<file path="config.mk">
export PLATFORM = sky130hd
export DESIGN_NAME = obstacle_lane
export DESIGN_NICKNAME = d
export VERILOG_FILES = /design/src/rtl/obstacle_lane.sv
export SDC_FILE = /design/constraint.sdc
export NUM_CORES = 1
export LEC_CHECK = 0
export CORE_MARGIN = 1.5
export CORE_UTILIZATION = 35
export DETAILED_ROUTE_END_ITERATION = 8
export DONT_BUFFER_PORTS = 1
export SYNTH_ARGS = -nofsm -noshare
export SYNTH_HDL_FRONTEND = slang
export SYNTH_SLANG_ARGS = --single-unit
</file>
<file path="constraint.sdc">
create_clock -name clk -period 7.45 [get_ports clk]
set_input_delay 1.49 -clock clk [delete_from_list [all_inputs] [get_ports clk]]
set_output_delay 1.49 -clock clk [all_outputs]
set_load 0.01 [all_outputs]
</file>
<file path="src/rtl/obstacle_lane.sv">
// obstacle_lane: multi-slot cactus scroller for the Dino game's VGA path.
// It keeps up to SLOTS obstacles moving right-to-left across the ground band.
// New obstacles are spawned through a req/ack handshake. On each frame tick
// (while running), every active obstacle advances by 'speed' columns. Every
// scanned pixel is then classified with a fixed 1-cycle latency.
//
// Ports:
//   clk, rst_n         clock; synchronous active-low reset
//   frame_tick, run    advance active obstacles once per frame while run=1
//   speed              columns advanced per frame
//   spawn_req          request a new obstacle
//   spawn_ack          one-cycle pulse when a request is accepted
//   spawn_full         every slot is occupied
//   col_addr, row_addr scanned pixel
//   pix_hit            pixel lies inside an active obstacle (registered)
//   pix_slot           lowest-index slot covering the pixel (registered)
//   sprite_addr        sprite ROM address of the pixel (registered)
//   cleared_cnt        saturating count of obstacles scrolled off screen
module obstacle_lane #(
    parameter int SLOTS       = 4,
    parameter int COLNUM      = 640,
    parameter int LENGTH      = 60,
    parameter int HEIGHT      = 80,
    parameter int ROW_HIGHEST = 130,
    parameter int MIN_GAP     = 200,
    parameter int SPEED_W     = 4,
    parameter int ADDR_W      = 13
) (
    input  logic               clk,
    input  logic               rst_n,
    input  logic               frame_tick,
    input  logic               run,
    input  logic [SPEED_W-1:0] speed,
    input  logic               spawn_req,
    output logic               spawn_ack,
    output logic               spawn_full,
    input  logic [9:0]         col_addr,
    input  logic [8:0]         row_addr,
    output logic               pix_hit,
    output logic [2:0]         pix_slot,
    output logic [ADDR_W-1:0]  sprite_addr,
    output logic [15:0]        cleared_cnt
);

    localparam logic [11:0] END_C    = 12'(COLNUM + LENGTH);
    localparam logic [11:0] COL_C    = 12'(COLNUM);
    localparam logic [11:0] GAP_C    = 12'(MIN_GAP);
    localparam logic [9:0]  ROW_LO_C = 10'(ROW_HIGHEST - HEIGHT + 1);
    localparam logic [9:0]  ROW_HI_C = 10'(ROW_HIGHEST);
    localparam logic [19:0] LEN_C    = 20'(LENGTH);

    function automatic logic [15:0] sat_add16(input logic [15:0] a, input logic [3:0] b);
        logic [16:0] s;
        s = {1'b0, a} + 17'(b);
        return s[16] ? 16'hFFFF : s[15:0];
    endfunction

    logic [SLOTS-1:0] active, active_nx;
    logic [10:0]      count    [SLOTS];
    logic [10:0]      count_nx [SLOTS];
    logic [2:0]       newest;
    logic             newest_vld;

    logic             adv, free_found, gap_ok, accept;
    logic [2:0]       free_idx;
    logic [3:0]       retire_n;

    logic             row_ok;
    logic [11:0]      psum;
    logic             hit_p0;
    logic [2:0]       slot_p0;
    logic [ADDR_W-1:0] addr_p0;

    // Slot update: frame advance, retirement and spawn acceptance, all
    // judged against the state held before the edge.
    always_comb begin
        adv        = frame_tick && run;
        active_nx  = active;
        count_nx   = count;
        retire_n   = 4'd0;
        free_found = 1'b0;
        free_idx   = 3'd0;
        gap_ok     = 1'b1;
        for (int i = 0; i < SLOTS; i++) begin
            if (!active[i] && !free_found) begin
                free_found = 1'b1;
                free_idx   = 3'(i);
            end
            if (newest_vld && newest == 3'(i) && active[i] && {1'b0, count[i]} < GAP_C)
                gap_ok = 1'b0;
            if (adv && active[i]) begin
                count_nx[i] = count[i] + 11'(speed);
                if ({1'b0, count_nx[i]} >= END_C) begin
                    active_nx[i] = 1'b0;
                    retire_n     = retire_n + 4'd1;
                end
            end
        end
        accept = spawn_req && !spawn_ack && free_found && gap_ok;
        // A freshly spawned slot was inactive, so it was never advanced above.
        for (int i = 0; i < SLOTS; i++) begin
            if (accept && free_idx == 3'(i)) begin
                active_nx[i] = 1'b1;
                count_nx[i]  = 11'd0;
            end
        end
    end

    // Pixel classification (stage p0), scanned high-to-low so the lowest
    // hitting slot is the one left standing.
    always_comb begin
        hit_p0  = 1'b0;
        slot_p0 = 3'd0;
        addr_p0 = '0;
        psum    = 12'd0;
        row_ok  = ({1'b0, row_addr} >= ROW_LO_C) && ({1'b0, row_addr} <= ROW_HI_C);
        for (int i = SLOTS - 1; i >= 0; i--) begin
            psum = {1'b0, count[i]} + {2'b00, col_addr};
            if (active[i] && row_ok && psum >= COL_C && psum < END_C) begin
                hit_p0  = 1'b1;
                slot_p0 = 3'(i);
                addr_p0 = ADDR_W'((20'(row_addr) - 20'(ROW_LO_C)) * LEN_C + 20'(psum - COL_C));
            end
        end
    end

    // Register boundary: slot state and the p1 pixel outputs.
    always_ff @(posedge clk) begin
        if (!rst_n) begin
            active      <= '0;
            for (int i = 0; i < SLOTS; i++) count[i] <= 11'd0;
            newest      <= 3'd0;
            newest_vld  <= 1'b0;
            spawn_ack   <= 1'b0;
            spawn_full  <= 1'b0;
            cleared_cnt <= 16'd0;
            pix_hit     <= 1'b0;
            pix_slot    <= 3'd0;
            sprite_addr <= '0;
        end else begin
            active      <= active_nx;
            for (int i = 0; i < SLOTS; i++) count[i] <= count_nx[i];
            if (accept) begin
                newest     <= free_idx;
                newest_vld <= 1'b1;
            end
            spawn_ack   <= accept;
            spawn_full  <= &active_nx;
            cleared_cnt <= sat_add16(cleared_cnt, retire_n);
            pix_hit     <= hit_p0;
            pix_slot    <= slot_p0;
            sprite_addr <= addr_p0;
        end
    end

endmodule

</file>
Word level (Yosys, flattened, before mapping)
Cells that the tools add are included.
Widths: inputs -> output; s select.
{ "word_totals": {"regBits": 87, "latch_bits": 0, "ram_bits": 0, "rom_bits": 0, "mem_count": 0} }
{ "op_classes": {"n_addsub": 21, "multipliers": 1, "div": 0, "order_cmp": 18, "eq_ne": 6, "shifts": 0, "mux": 43, "bitwise": 1, "n_reduce_logical": 56} }
{ "ops": {"columns": ["op", "count"], "rows": [
  ["$add 13x13->13", 4],
  ["$mux 13", 4],
  ["$sub 12x10->13 const B", 4],
  ["$add 11x10->12", 4],
  ["$ge 12x10->1 const B", 4],
  ["$lt 12x10->1 const B", 4],
  ["$add 11x4->11", 4],
  ["$ge 11x10->1 const B", 4],
  ["$lt 11x8->1 const B", 4],
  ["$logic_and 1x1->1", 40],
  ["$mux 1", 28],
  ["$mux 4", 6],
  ["$mul 20x4->11 const B", 1],
  ["$add 16x4->17", 1],
  ["$mux 16", 1],
  ["$add 4x1->4 const B", 3],
  ["$eq 3x2->1 const B", 4],
  ["$reduce_or 2->1", 5],
  ["$sub 9x6->10 const B", 1],
  ["$ge 9x6->1 const B", 1],
  ["$le 9x8->1 const B", 1],
  ["$eq 3x1->1 const B", 2],
  ["$logic_not 1->1", 6],
  ["$logic_not 3->1", 2],
  ["other kinds (6)", 8]
]} }

Logic depth before layout (Yosys ltp)
Gate-level depths: netlist of run 1.
{ "logic_depth": {"ltp_word": 15, "ltp_mapped": 28, "depth_no_buf": 28} }

Worst setup path after synthesis of run 1
Ideal clock, no wire load.
{ "synth_path": {"kind": "input port to flip-flop", "startpoint": "input port speed[0]", "endpoint": "register cleared_cnt[10]", "setup_time_ps": 71, "t_arrival_ps": 6395, "setup_slack_ps": 984, "stages": 26, "n_path_buf": 1, "path_cell_list": "ha_1 > inv_1 > fa_1 > nor2b_1 > o21ai_0 > a211oi_1 > mux2i_1 > o21ai_0 > a31oi_1 > nor2_1 > ha_1 > a32oi_1 > nand2_1 > ha_1 > mux2_2 > ha_1 > mux2i_1 > fa_1 > nor2b_1 > o21ai_0 > nand2b_1 > and2_1 > nand3_1 > or3_1 > clkbuf_1 > a21oi_1"} }
{ "synth_between": {"elab_chain_len": 15, "word_cells_on_any_way": 21, "classes_between": "add/sub (8); order compare (4); mux (9)"} }
{ "synth_rtl": {"columns": ["element", "line", "source"], "rows": [
  ["start, declared", "33", "input logic [SPEED_W-1:0] speed,"],
  ["$add 11x4->11", "92", "count_nx[i] = count[i] + 11'(speed);"],
  ["$ge 11x10->1", "93", "if ({1'b0, count_nx[i]} >= END_C) begin"],
  ["$mux 1", "93", null],
  ["$mux 1", "91", "if (adv && active[i]) begin"],
  ["$add 4x1->4", "95", "retire_n = retire_n + 4'd1;"],
  ["$mux 4", "93", null],
  ["$mux 4", "91", null],
  ["$add 4x1->4", "95", null],
  ["$mux 4", "93", null],
  ["$mux 4", "91", null],
  ["$add 4x1->4", "95", null],
  ["$mux 4", "93", null],
  ["$mux 4 *", "91", null],
  ["$add 16x4->17 *", "54", "s = {1'b0, a} + 17'(b);"],
  ["$mux 16 *", "55", "return s[16] ? 16'hFFFF : s[15:0];"],
  ["end signal, assigned", "149", "cleared_cnt <= sat_add16(cleared_cnt, retire_n);"],
  ["end, declared", "42", "output logic [15:0] cleared_cnt"]
]} }
Mark *: on every way between the ends. The rest lies on a longest branch, timed or not.
A chain may end at the register's enable or synchronous reset.

Worst setup path after layout of run 1
{ "layout_path": {"startpoint": "input port speed[0]", "endpoint": "register cleared_cnt[9]"} }
Same word-level chain as after synthesis.

==> results of run 1 <==
cells by family (layout without fill, tap and decap cells):
group / after synthesis / in the layout
AND/OR/NAND/NOR: 364 / 364
buffers and inverters: 147 / 133
XOR/XNOR: 128 / 128
other: 1 / 1
multiplexers: 10 / 10
adder cells (fa/ha/maj): 178 / 178
flip-flops: 85 / 85
AO/OA/AOI/OAI: 325 / 325
worst min-delay path: stages, from the launching register on:
cell and delay, ns:
dfxtp_1 0.34, nand2_1 0.06, a21oi_1 0.06
per-layer routing:
| metal | global-route usage [%] | vias to the layer above | routed length (microns) |
|---|---|---|---|
| li1 | - | 4407 | - |
| met1 | 24.3 | 4025 | 12400 |
| met2 | 30.0 | 196 | 11800 |
| met3 | 3.30 | 47 | 1220 |
| met4 | 7.15 | 0 | 932 |
| met5 | 0 | - | 0 |
power by group through the flow:
stage,Sequential [uW],Combinational [uW],Clock [uW]
finish,469,2810,494
global route,470,3240,522
floorplan,473,2290,0
CTS,469,2870,502
detailed placement,479,2850,0
global placement,479,2820,0
stage by stage:
step	std cells	hold slack [ns]	util, %
floorplan	1238	0.457	-
global placement	1587	0.485	37.0
detailed placement	1587	0.489	37.0
CTS	1602	0.501	38.2
global route	1602	0.532	38.2
finish	1602	0.505	38.2
placed cells by master, fill, tap and decap left out, types with 22 or more instances in the layout:
cell | Yosys | layout
o21ai_0 | 53 | 53
fa_1 | 27 | 27
inv_1 | 115 | 115
a211oi_1 | 22 | 22
xnor2_1 | 80 | 80
dfxtp_1 | 85 | 85
xor2_1 | 47 | 47
a21oi_1 | 93 | 93
nand3_1 | 28 | 28
ha_1 | 151 | 151
nand2_1 | 82 | 82
a21o_1 | 32 | 32
nor3_1 | 28 | 28
nor2_1 | 100 | 100
flip-flops by register name, indices dropped and copies added (netlist names), 2 cells and up:
name,cells
pix_slot,2
active,4
cleared_cnt,16
newest,2
sprite_addr,13
count,44
layout make-up:
type                    count  area (sq um)
flip-flops and latches     85          1700
clock inverters             6          93.8
multi-input cells        1006          7720
inverters                 115           432
fillers                  2955         17300
clock buffers               9           225
well taps                 378           473
repair buffers              3          22.5
worst paths after layout:
kind / endpoint / startpoint / cells after the start / slack, ns
setup / recovery: cleared_cnt[9] / speed[0] / 26 / 0.77
hold / removal: count[35] / count[35] / 2 / 0.51
setup reg to reg: cleared_cnt[9] / count[22] / 26 / 1.45
hold reg to reg: count[35] / count[35] / 2 / 0.51
==> results by group, run 1 <==
Status
  – Run status: completed

Worst setup path
  – Critical path class: in -> reg
  – CP most frequent cell: ha_1
  – Worst Setup End Kind: flip-flop
  – Cell family with most CP delay: adder cells
  – Largest stage delay, worst path: 0.65 ns
  – Worst-path maximum fanout: 13
  – Crit path max-delay cell type: or3_1
  – Bufs and invs on worst path: 1
  – Crit path required time: 7.72 ns
  – Crit start category: primary input
  – CP Data Arrival Time: 6.95 ns

Timing
  – Worst-Margin Slew: 1.01 ns
  – Final clock skew: 0.0146 ns
  – Endpoints failing hold: 0
  – Max Clk Rate: 150 MHz
  – Fin worst setup slack: 0.766 ns
  – RSZ-0062 raised after global routing: false
  – Fin crit share: 89.7%
  – Final min period: 6.68 ns
  – Slew headroom: 32.2%
  – Max-slew violation count: 0
  – Final setup viols: 0
  – TNS Setup: 0 ns

Power and ir drop
  – Sequential share of power: 12.4%
  – P_sw: 1750 uW
  – Pleak: 0.00454 uW
  – Worst vdd ir: 0.268 mV
  – Total Power: 3780 uW
  – Sw Share: 46.4%
  – Clock power share: 13.1%
  – Power density of the placed cells: 354 nW/um^2
  – Combinational share of power: 74.5%
  – P_int: 2020 uW

Floorplan
  – Die H: 172 microns
  – Core area: 27900 sq um
  – Die area: 29600 sq um
  – Die Span X: 172 microns
  – Boundary pin count: 63
  – Starting Density: 35.8%
  – Row count: 61

Detailed routing
  – Router iterations before antenna repair: 5
  – ANT nets after route: 0
  – Vias: 8675
  – Drt wl/cell: 16.5 microns
  – Vias per Instance: 5.42
  – Post-route DRC: 0
  – DR iter-0 viols: 692
  – Routed wire length: 26.4 mm

Synthesis
  – Post-synthesis adder-cell area fraction: 24.3%
  – Number of flops mapped to enable cells by yosys: 0
  – Seq/Total Area, Yosys: 17.0%
  – Top_reg_cell synth: dfxtp_1
  – Post-synthesis simple-gate area fraction: 18.2%
  – Largest cells by area after synthesis: ha_1 (19%), dfxtp_1 (17%), xnor2_1 (7.0%), fa_1 (5.4%), a21oi_1 (4.7%)
  – Post-Synthesis Cell Area: 10000 sq um
  – Xor and xnor area share after synthesis: 11.3%
  – Main combinational cell family by area after synthesis: adder cells
  – Post-synthesis cell count: 1238
  – Top-count cell post-synth: ha_1
  – Mux contribution to synthesized area: 1.04%
  – Syn nets: 1444
  – Post-synth cell types: 85
  – Syn_area_per_cell: 8.08 sq um
  – Post-synthesis compound-gate area fraction: 22.3%
  – Yosys reg bits: 85
  – YS warnings: 0
  – Share of the synthesized area in the top cell type: 18.9%
  – Asr flop ratio synth: 0%
  – Leading area contributor after synthesis: ha_1
  – Top cells by count, synth: ha_1 (151), inv_1 (115), nor2_1 (100)

Placed design
  – Area after DPL: 10300 sq um
  – DP HPWL: 22.0 mm
  – Port bufs: 0
  – Pre-CTS WS: 0.480 ns
  – GPL Wtd Cong: 0.952

Clock network
  – Hold buffers post-CTS: 0
  – CTS buffer count: 9
  – Worst skew pair latency: 0.35 ns
  – Root Driver: clkbuf_16
  – Max H-tree Level: 3
  – Post-cts resize count: 0
  – CTS tree: built
  – Clock slew at reported path FFs: 0.07 ns
  – Setup Buffers After CTS: 0
  – CTS sink cnt: 85
  – CTS max path bufs: 2

Global route
  – GRT Residual Overflow: 0
  – Largest net degree at the start of global routing: 25
  – Total global-route track usage: 18.5%
  – Global-route wire length before repair: 42.8 mm
  – Initial antenna violation count: 0
  – Number of global-route vias before repair: 8199

Run
  – Maxcap violations: 0

Cells and area
  – Share of layout cells above drive strength 1: 3.51%
  – P&R area growth vs syn: 6.71%
  – Fin area: 10700 sq um
  – Final #Nets: 1426
  – Diodes inserted: 0

Hold path
  – Hold Path Class: reg -> reg
Power figures use the tool's default switching activity.
==> run 2, diff against run 1 <==
--- a/config.mk
+++ b/config.mk
@@ -5,10 +5,12 @@
 export SDC_FILE = /design/constraint.sdc
 export NUM_CORES = 1
 export LEC_CHECK = 0
+export CORE_ASPECT_RATIO = 0.8
 export CORE_MARGIN = 1.5
-export CORE_UTILIZATION = 35
+export CORE_UTILIZATION = 52
 export DETAILED_ROUTE_END_ITERATION = 8
 export DONT_BUFFER_PORTS = 1
+export PLACE_DENSITY = 0.67
 export SYNTH_ARGS = -nofsm -noshare
 export SYNTH_HDL_FRONTEND = slang
 export SYNTH_SLANG_ARGS = --single-unit
==> results by group, run 2 (synthesis gave the netlist of run 1 again) <==
Cells and area
  – Fin area: 10500 sq um (was 10700 sq um)
  – Share of layout cells above drive strength 1: 3.51% (unchanged)
  – Final #Nets: 1425 (was 1426)
  – Top reg by flops: count (unchanged)
  – Largest regs: count: 44 flops, cleared_cnt: 16 flops, sprite_addr: 13 flops (unchanged)
  – Non-filler cells, final: 1482 (was 1602)
  – P&R area growth vs syn: 4.99% (was 6.71%)
  – Fillers: 1832 (was 2955)
  – Commonest non-fill, non-tap cell in the layout: ha_1 (unchanged)
  – Diodes inserted: 0 (unchanged)
  – Max reg flops: 44 (unchanged)
  – Most frequent cells in the layout: ha_1 (151), inv_1 (115), nor2_1 (100) (unchanged)

Hold path
  – Hold depth: 2 (unchanged)
  – Hold Path Class: reg -> reg (unchanged)

Power and ir drop
  – Worst vdd ir: 0.402 mV (was 0.268 mV)
  – P_int: 2000 uW (was 2020 uW)
  – P_sw: 1910 uW (was 1750 uW)
  – Total Power: 3910 uW (was 3780 uW)
  – Sw Share: 48.8% (was 46.4%)
  – Power density of the placed cells: 373 nW/um^2 (was 354 nW/um^2)
  – Clock power share: 12.6% (was 13.1%)
  – Combinational share of power: 75.4% (was 74.5%)
  – Sequential share of power: 12.0% (was 12.4%)
  – Pleak: 0.00453 uW (was 0.00454 uW)

Timing
  – Slew headroom: 12.6% (was 32.2%)
  – Final clock skew: 0.0143 ns (was 0.0146 ns)
  – Max Clk Rate: 146 MHz (was 150 MHz)
  – Worst-Margin Slew: 1.30 ns (was 1.01 ns)
  – Fin crit share: 91.9% (was 89.7%)
  – TNS Setup: 0 ns (unchanged)
  – Max-slew violation count: 0 (unchanged)
  – Endpoints failing hold: 0 (unchanged)
  – RSZ-0062 raised after global routing: false (unchanged)
  – Final setup viols: 0 (unchanged)
  – Final min period: 6.85 ns (was 6.68 ns)
  – Hold Slack: 0.499 ns (was 0.505 ns)

Detailed routing
  – Router iterations before antenna repair: 6 (was 5)
  – DR iter-0 viols: 785 (was 692)
  – ANT nets after route: 0 (unchanged)
  – Met3 Routed Length: 2.17 mm (was 1.22 mm)
  – Vias per Instance: 5.94 (was 5.42)
  – Met1 WL: 13.4 mm (was 12.4 mm)
  – Vias: 8802 (was 8675)
  – DR WL met2: 11.0 mm (was 11.8 mm)
  – Drt wl/cell: 18.3 microns (was 16.5 microns)
  – Routed wire length: 27.1 mm (was 26.4 mm)
  – Post-route DRC: 0 (unchanged)
  – Highest metal used: met4 (unchanged)

Floorplan
  – Boundary pin count: 63 (unchanged)
  – Die Span X: 158 microns (was 172 microns)
  – Core area: 18900 sq um (was 27900 sq um)
  – Die area: 20100 sq um (was 29600 sq um)
  – Die H: 127 microns (was 172 microns)
  – Row count: 45 (was 61)
  – Starting Density: 52.8% (was 35.8%)

Worst setup path
  – CP most frequent cell: ha_1 (unchanged)
  – Stages on the worst setup path: 25 (was 26)
  – Crit path required time: 7.73 ns (was 7.72 ns)
  – Worst-path maximum fanout: 13 (unchanged)
  – CP Capture Point: cleared_cnt[1] (was cleared_cnt[9])
  – Largest stage delay, worst path: 0.64 ns (was 0.65 ns)
  – CP Data Arrival Time: 7.13 ns (was 6.95 ns)
  – Crit path max-delay cell type: or3_1 (unchanged)
  – Bufs and invs on worst path: 1 (unchanged)
  – Worst R2R End: cleared_cnt[1] (was cleared_cnt[9])
  – Worst Setup SP: speed[0] (unchanged)
  – Critical path class: in -> reg (unchanged)
  – FF-to-FF setup slack: 1.30 ns (was 1.45 ns)
  – Crit start category: primary input (unchanged)
  – R2r startpoint: count[33] (was count[22])
  – Cell family with most CP delay: adder cells (unchanged)
  – R2R cell count: 25 (was 26)
  – Worst Setup End Kind: flip-flop (unchanged)

Clock network
  – Post-cts resize count: 0 (unchanged)
  – CTS tree: built (unchanged)
  – CTS sink cnt: 85 (unchanged)
  – Worst skew pair latency: 0.36 ns (was 0.35 ns)
  – Clock slew at reported path FFs: 0.08 ns (was 0.07 ns)
  – CTS max path bufs: 2 (unchanged)
  – Hold buffers post-CTS: 0 (unchanged)
  – Root Driver: clkbuf_16 (unchanged)
  – CTS buffer count: 9 (unchanged)
  – Max H-tree Level: 3 (unchanged)
  – Setup Buffers After CTS: 0 (unchanged)

Status
  – Run status: completed (unchanged)

Run
  – Maxcap violations: 0 (unchanged)

Global route
  – Initial antenna violation count: 0 (unchanged)
  – Largest net degree at the start of global routing: 25 (unchanged)
  – Number of global-route vias before repair: 7889 (was 8199)
  – Total global-route track usage: 27.1% (was 18.5%)
  – GRT Residual Overflow: 0 (unchanged)
  – Global-route wire length before repair: 42.4 mm (was 42.8 mm)

Placed design
  – GPL Wtd Cong: 0.924 (was 0.952)
  – Placed cells: 1466 (was 1587)
  – DP HPWL: 22.0 mm (about the same)
  – Area after DPL: 10200 sq um (was 10300 sq um)
  – Port bufs: 0 (unchanged)
run 2: tightest hold or removal path: stages, from the launching register on:
cell	delay, ns
dfxtp_1	0.34
nand2_1	0.06
a21oi_1	0.05
run 2: layout make-up:
type | count | area (sq um) | share of cell area (%)
tap | 258 | 323 | 3.08
inverter | 115 | 432 | 4.11
clock buffer | 9 | 225 | 2.15
sequential | 85 | 1700 | 16.2
clock inverter | 7 | 80.1 | 0.763
multi-input combinational | 1006 | 7720 | 73.5
timing repair buffer | 2 | 15.0 | 0.143
run 2: worst min-delay path by stage:
stage | end | slack (ns) | startpoint
floorplan | count[0] | 0.46 | count[0]
global placement | count[35] | 0.48 | count[35]
detailed placement | count[35] | 0.49 | count[35]
CTS | count[35] | 0.50 | count[35]
global route | count[35] | 0.53 | count[35]
finish | count[35] | 0.50 | count[35]
run 2: metrics by stage:
step | worst slack (ns) | utilization (%)
after floorplan | 0.984 | -
after global placement | 0.556 | 53.9
after detailed placement | 0.254 | 53.9
after CTS | 0.614 | 55.5
after global routing | 0.141 | 55.5
final | 0.600 | 55.5
run 2: metal layers:
| metal | vias up | GRT usage (%) |
|---|---|---|
| met2 | 274 | 38.5 |
| met3 | 40 | 4.99 |
| met4 | 0 | 7.48 |
| met5 | - | 0 |
| met1 | 4080 | 41.3 |
| li1 | 4408 | - |
run 2: power groups by stage:
stage / Sequential, uW / Clock (uW) / Combinational [uW]
4_1_cts: 468 / 498 / 2910
2_1_floorplan: 473 / 0 / 2290
5_1_grt: 469 / 508 / 3270
3_5_place_dp: 479 / 0 / 2870
3_3_place_gp: 479 / 0 / 2830
6_report: 469 / 493 / 2950
